## config.mk

```make
export PLATFORM = sky130hd
export DESIGN_NAME = sbp_result_fifo
export DESIGN_NICKNAME = d
export VERILOG_FILES = /design/src/rtl/sbp_result_fifo.sv
export SDC_FILE = /design/constraint.sdc
export NUM_CORES = 1
export LEC_CHECK = 0
export CAP_MARGIN = 20
export CORE_ASPECT_RATIO = 0.6
export CORE_UTILIZATION = 45
export CTS_CLUSTER_SIZE = 24
export DETAILED_ROUTE_END_ITERATION = 6
export MAX_ROUTING_LAYER = met4
export SETUP_SLACK_MARGIN = 0.5
export SYNTH_ARGS = -nofsm -noshare
export SYNTH_HDL_FRONTEND = slang
export SYNTH_SLANG_ARGS = --single-unit
```

## constraint.sdc

```tcl
create_clock -name clk -period 17.05 [get_ports clk]
set_input_delay 5.115 -clock clk [delete_from_list [all_inputs] [get_ports clk]]
set_output_delay 5.115 -clock clk [all_outputs]
set_load 0.05 [all_outputs]
```

## src/rtl/sbp_result_fifo.sv

```systemverilog
// Credit-managed result FIFO behind the lookup stage pipeline; optional counters under SBP_RESULT_STATS_EN.
// Latency: a pushed entry reaches the head one cycle after in_valid_i (no fall-through).
// Backpressure: ingress launches only while issue_ready_o is high; when full without a pop, the result is dropped and overflow_o is set.
module sbp_result_fifo #(
   parameter int DEPTH       = 16,
   parameter int RESULT_BITS = 17
) (
   input  logic                     clk,
   input  logic                     rst,
   input  logic                     issue_i,
   output logic                     issue_ready_o,
   input  logic                     in_valid_i,
   input  logic [31:0]              in_ip_addr_i,
   input  logic [RESULT_BITS-1:0]   in_result_i,
   output logic                     out_valid_o,
   input  logic                     out_ready_i,
   output logic [31:0]              out_ip_addr_o,
   output logic [RESULT_BITS-1:0]   out_result_o,
   output logic [$clog2(DEPTH):0]   level_o,
`ifdef SBP_RESULT_STATS_EN
   output logic [31:0]              lookups_o,
   output logic [31:0]              stall_cycles_o,
`endif
   output logic                     overflow_o
);

   localparam int AW = $clog2(DEPTH);
   localparam int LW = AW + 1;

   typedef struct packed {
      logic [31:0]            ip_addr;
      logic [RESULT_BITS-1:0] result;
   } entry_t;

   entry_t        mem [DEPTH];
   entry_t        head;
   logic [AW-1:0] wr_ptr;
   logic [AW-1:0] rd_ptr;
   logic [LW-1:0] level;
   logic [LW-1:0] inflight;
   logic [LW:0]   committed;
   logic          overflow;
   logic          full;
   logic          issue_acc;
   logic          issue_err;
   logic          push;
   logic          pop;
   logic          drop;

   // Credits count both stored entries and lookups still travelling through the stages.
   always_comb begin
      committed     = {1'b0, level} + {1'b0, inflight};
      issue_ready_o = committed < (LW+1)'(DEPTH);
      full          = level == LW'(DEPTH);
      out_valid_o   = level != '0;
      issue_acc     = issue_i & issue_ready_o;
      issue_err     = issue_i & ~issue_ready_o;
      pop           = out_valid_o & out_ready_i;
      push          = in_valid_i & (~full | pop);
      drop          = in_valid_i & full & ~pop;
   end

   always_comb begin
      head          = mem[rd_ptr];
      out_ip_addr_o = head.ip_addr;
      out_result_o  = head.result;
      level_o       = level;
      overflow_o    = overflow;
   end

   always_ff @(posedge clk) begin
      if (rst) begin
         wr_ptr   <= '0;
         rd_ptr   <= '0;
         level    <= '0;
         inflight <= '0;
         overflow <= 1'b0;
      end else begin
         if (push) wr_ptr <= wr_ptr + 1'b1;
         if (pop)  rd_ptr <= rd_ptr + 1'b1;
         case ({push, pop})
            2'b10:   level <= level + 1'b1;
            2'b01:   level <= level - 1'b1;
            default: level <= level;
         endcase
         // A return with nothing outstanding is tolerated rather than wrapping the counter.
         if (issue_acc && !in_valid_i)
            inflight <= inflight + 1'b1;
         else if (!issue_acc && in_valid_i && inflight != '0)
            inflight <= inflight - 1'b1;
         if (issue_err || drop) overflow <= 1'b1;
      end
   end

   // Storage is not reset; only the pointers define what is valid.
   always_ff @(posedge clk) begin
      if (push) mem[wr_ptr] <= {in_ip_addr_i, in_result_i};
   end

`ifdef SBP_RESULT_STATS_EN
   logic [31:0] lookups_q;
   logic [31:0] stall_q;

   always_ff @(posedge clk) begin
      if (rst) begin
         lookups_q <= '0;
         stall_q   <= '0;
      end else begin
         if (pop)                         lookups_q <= lookups_q + 32'd1;
         if (out_valid_o && !out_ready_i) stall_q   <= stall_q + 32'd1;
      end
   end

   assign lookups_o      = lookups_q;
   assign stall_cycles_o = stall_q;
`endif

endmodule
```

### After elaboration in Yosys (flattened, before gate mapping)

Memory sizes are Yosys's and may differ from the RTL's. A register that Yosys moved wholly into a read port is not among the register bits.
Index checks and enable logic that the tools add are counted.

| cells by class | value |
|---|---|
| add/sub/neg operators | 7 |
| order comparisons | 1 |
| eq/ne operators | 3 |
| muxes and demuxes | 7 |
| bitwise logic cells | 10 |
| reductions and logical operators | 10 |

Operators by type and width:

| cell | count |
|---|---|
| $add 5x1->5 const B | 2 |
| $mux 5 | 2 |
| $pmux 5 s2 | 1 |
| $reduce_bool 5->1 | 2 |
| $sub 5x1->5 const B | 2 |
| $add 4x1->4 const B | 2 |
| $mux 4 | 2 |
| $add 5x5->6 | 1 |
| $and 1x1->1 | 6 |
| $lt 6x5->1 const B | 1 |
| $eq 5x5->1 const B | 1 |
| $reduce_bool 2->1 | 2 |
| $logic_and 1x1->1 | 3 |
| $not 1->1 | 3 |
| $eq 2x1->1 const B | 1 |
| $eq 2x2->1 const B | 1 |
| $logic_not 1->1 | 2 |
| $mux 1 | 2 |
| $logic_or 1x1->1 | 1 |
| $or 1x1->1 | 1 |

| word-level totals | value |
|---|---|
| register bits after elaboration | 19 |
| memory bits (writable) | 784 |
| input bits | 54 |
| output and inout port bits | 57 |
| word-level logic and storage cells | 44 |
| memories kept | 1 |

Memories:

| memory | words | width | read ports | clocked after memory_dff | write ports | line | text |
|---|---|---|---|---|---|---|---|
| mem | 16 | 49 | 1 | 1 | 1 | 35 | `entry_t mem [DEPTH];` |

### Depth between registers and ports, before layout

| logic depth | value |
|---|---|
| depth after elaboration | 8 |
| depth in mapped cells | 11 |
| mapped depth without buffers | 11 |

### Worst setup path after synthesis

OpenSTA, ideal clock, no wires.

| path | value |
|---|---|
| kind | input-to-reg |
| start point | in out_ready_i |
| end point | mem mem[3][0] in the netlist's numbering (enable) |
| setup time | 0.516 ns |
| arrival time | 9.256 ns |
| required time | 16.534 ns |
| slack | 7.278 ns |
| stages on the path | 4 |
| path buffers | 0 |
| cells stage by stage | inv_1 > a31oi_1 > nand2_1 > nor3_1 |

| between the ends | value |
|---|---|
| cells in the longest elaborated chain, start to end | 5 |

Ends and longest elaborated chain:

| item | line | text |
|---|---|---|
| start: declaration | 16 | `input logic out_ready_i,` |
| $and 1x1->1 | 58 | `pop = out_valid_o & out_ready_i;` |
| $or 1x1->1 | 59 | `push = in_valid_i & (~full \| pop);` |
| $and 1x1->1 | 59 |  |
| $mux 1 | 97 | `if (push) mem[wr_ptr] <= {in_ip_addr_i, in_result_i};` |
| $mux 1 (not written as such) | 97 |  |
| end: declaration | 35 |  |

No other way between the ends.

==> impl_metrics.yaml <==
status:
  outcome: "finished clean"
worst_hold_path:
  hold_class: "reg2reg"
timing:
  max_frequency_mhz: 94.74
  setup_slack_ps: 6495
  rsz0062_at_grt: "false"
  fin_worst_skew_ps: 27.40
  final_max_slew_viol_count: 0
  number_of_failing_setup_endpoints_in_the_final_timing_report: 0
  timing_hold_violations_final: 0
  sum_neg_setup_slack_ps: 0
  max_slew_margin_pct: 26.66
  timing.final.crit_period_ps: 10560
  layout_worst_path_cycle_share_pct: 61.91
  timing_worst_slew_pin_value_ps: 1097
route:
  route.final.wire_length_um: 65280
  drt_first_pass_iters: 7
  route.detailed.drc: 0
  detail-route-antenna-nets: 0
  drt-initial-drc-count: 1235
  routed-via-count: 13730
  wire_per_inst_um: 27.65
  routed_via_density: 5.813
clock_tree:
  clock_pin_transition_on_the_worst_setup_and_hold_timing_paths_ps: 60
  clk_root_buffer_cell: "clkbuf_16"
  cts_max_level: 3
  post_cts.resized_instances: 0
  ctsHoldBuffers: 0
  clock_tree_from_tritoncts: "done"
  cts_num_sinks: 807
  numCtsBuffers: 75
  clock_insertion_delay_worst_skew_ps: 620
  cts-root-to-sink-buffers: 3
  cts_post_setup_buffers_inserted: 0
global_routing:
  vias_in_the_first_global_route: 14050
  grt.total_usage_pct: 19.77
  global_route.overflow_total: 0
  antenna_found_initial: 3
  grt_first_pass_wirelength_um: 95910
  grt_start_max_net_pins: 145
synthesis:
  postSynth.asyncResetShare_pct: 0
  syn-num-nets: 1318
  number_of_distinct_library_cells_after_synthesis: 39
  seq_area_frac_synth_pct: 77.91
  synth_area_um2: 30810
  postSynthCellCount: 1246
  synth_top_flop_cell: "edfxtp_1"
  synthesis.area_per_instance_um2: 24.73
  yosysWarningCount: 0
  yosys_register_bits: 807
  synth_edf_count: 784
floorplan:
  fp.dieH_um: 204.7
  initial_core_util_pct: 46.02
  top_level_pins: 111
  floorplan.rows: 73
  die_span_x_um: 339.8
  fp.coreArea_um2: 66950
  dieArea_um2: 69550
flow_run:
  max_cap_viol_count: 0
power_and_ir_drop:
  ir_worst_vdd_mv: 0.09464
  cellPowerDensity_nw_per_um2: 142.7
  power.static_leakage_uw: 0.01074
  power_consumption_uw: 5059
final_layout:
  areaGrowthSynthToFinish_pct: 15.03
  final_area_um2: 35440
  mostFrequentLayoutCell: "edfxtp_1"
  fillCellCount: 5068
  layout.nets: 1474
  final_cell_mix: "784 x edfxtp_1, 239 x mux4_2, 110 x clkdlybuf4s50_1"
  drive_gt1_share_pct: 27.16
setup_path:
  worst_ep_required_time_ps: 11930
  launching_element_type_of_the_critical_path: "flip-flop"
  worstSetupEndpointType: "primary output"
  worst_ep_arrival_time_ps: 5440
  timing.setup.critical_path_class: "reg2out"
  crit_fanout: 49
placed_design:
  hpwl_um: 32190
  preCtsSetupSlack_ps: 6932
  placement.cell_area_um2: 33000
  place.gp.congestion: 0.7127
  port_buffers: 110
[power breakdown]
group,internal (µW),switching [µW]
combinational,536,585
sequential,2230,69.1
clock,936,707
total,3700,1360
[path summary, 6_finish.rpt]
path,from,slack [ps],endpoint,depth (start not counted)
setup reg to reg,level_o[0]$_SDFFE_PP0P_,13420,mem[14][48]$_DFFE_PP_,5
setup / recovery,flip-flop,6490,out_ip_addr_o[25],5
hold / removal,rd_ptr[3]$_SDFFE_PP0N_,530,rd_ptr[3]$_SDFFE_PP0N_,2
hold reg to reg,rd_ptr[3]$_SDFFE_PP0N_,530,rd_ptr[3]$_SDFFE_PP0N_,2
[layout make-up]
| type | count | area (µm²) | area share, % |
|---|---|---|---|
| diodes | 3 | 7.507 | 0.02118 |
| well taps | 900 | 1126 | 3.177 |
| clock inverters | 41 | 391.6 | 1.105 |
| flip-flops and latches | 807 | 24020 | 67.77 |
| multi-input cells | 368 | 6502 | 18.35 |
| repair buffers | 139 | 1371 | 3.869 |
| inverters | 11 | 41.29 | 0.1165 |
| clock buffers | 92 | 1983 | 5.596 |
[metrics by stage]
step           cells  util [%]  hold slack [ps]
2_1_floorplan   1246         -            484.7
3_3_place_gp    2223     49.30            501.2
6_report        2361     52.94            530.3
3_5_place_dp    2223     49.30            510.0
5_1_grt         2361     52.94            576.5
4_1_cts         2356     52.84            527.8
[sequential cells by signal, indices dropped and copies added, names as in the netlist, named ones only]
register	count
overflow_o	1
level_o	5
rd_ptr	4
wr_ptr	4
mem	784
inflight	5
[cells in the mapped netlist (all sizes together) (2+ instances only)]
| library cell | number | area (µm²) |
|---|---|---|
| fa | 2 | 40.04 |
| inv | 11 | 41.29 |
| nand4 | 3 | 18.77 |
| a21oi | 11 | 55.05 |
| or4 | 2 | 15.01 |
| dfxtp | 23 | 460.4 |
| ha | 16 | 200.2 |
| nor2 | 29 | 108.9 |
| clkbuf | 30 | 112.6 |
| xor2 | 6 | 52.55 |
| buf | 30 | 260.2 |
| nor2b | 4 | 25.02 |
| edfxtp | 784 | 23540 |
| mux4 | 245 | 5540 |
| nand2b | 5 | 31.28 |
| nor3 | 9 | 50.05 |
| o211ai | 2 | 15.01 |
| nor3b | 2 | 15.01 |
| mux2i | 3 | 30.03 |
| a21o | 3 | 22.52 |
| nand2 | 8 | 30.03 |
| a31oi | 2 | 12.51 |
| o21ai | 3 | 15.01 |
| xnor2 | 4 | 35.03 |
[cells by family (layout without fill, tap and decap cells)]
| logic type | count (synthesis) | count (layout) | share of synthesized area, % |
|---|---|---|---|
| DFF | 807 | 807 | 77.91 |
| other | 0 | 3 | 0 |
| and+or+nand+nor | 66 | 66 | 1.064 |
| xor gates and xnor gates | 10 | 10 | 0.2843 |
| muxes | 249 | 249 | 18.12 |
| adders and majority gates | 18 | 18 | 0.7797 |
| buffers and inverters | 71 | 283 | 1.344 |
| AOI/OAI and AO/OA | 25 | 25 | 0.5035 |
[critical path, stage by stage (launching register included)]
cell and delay, ps:
dfxtp_4 1010, buf_4 900, buf_4 880, mux4_2 600
mux4_2 530, clkdlybuf4s50_1 730
[routing by layer]
metal,wire length (µm),GRT usage (%)
met1,29250,27.88
met2,31370,30.16
met3,3434,3.545
met4,1217,4.858
met5,0,-
(Power assumes the default switching activity.)
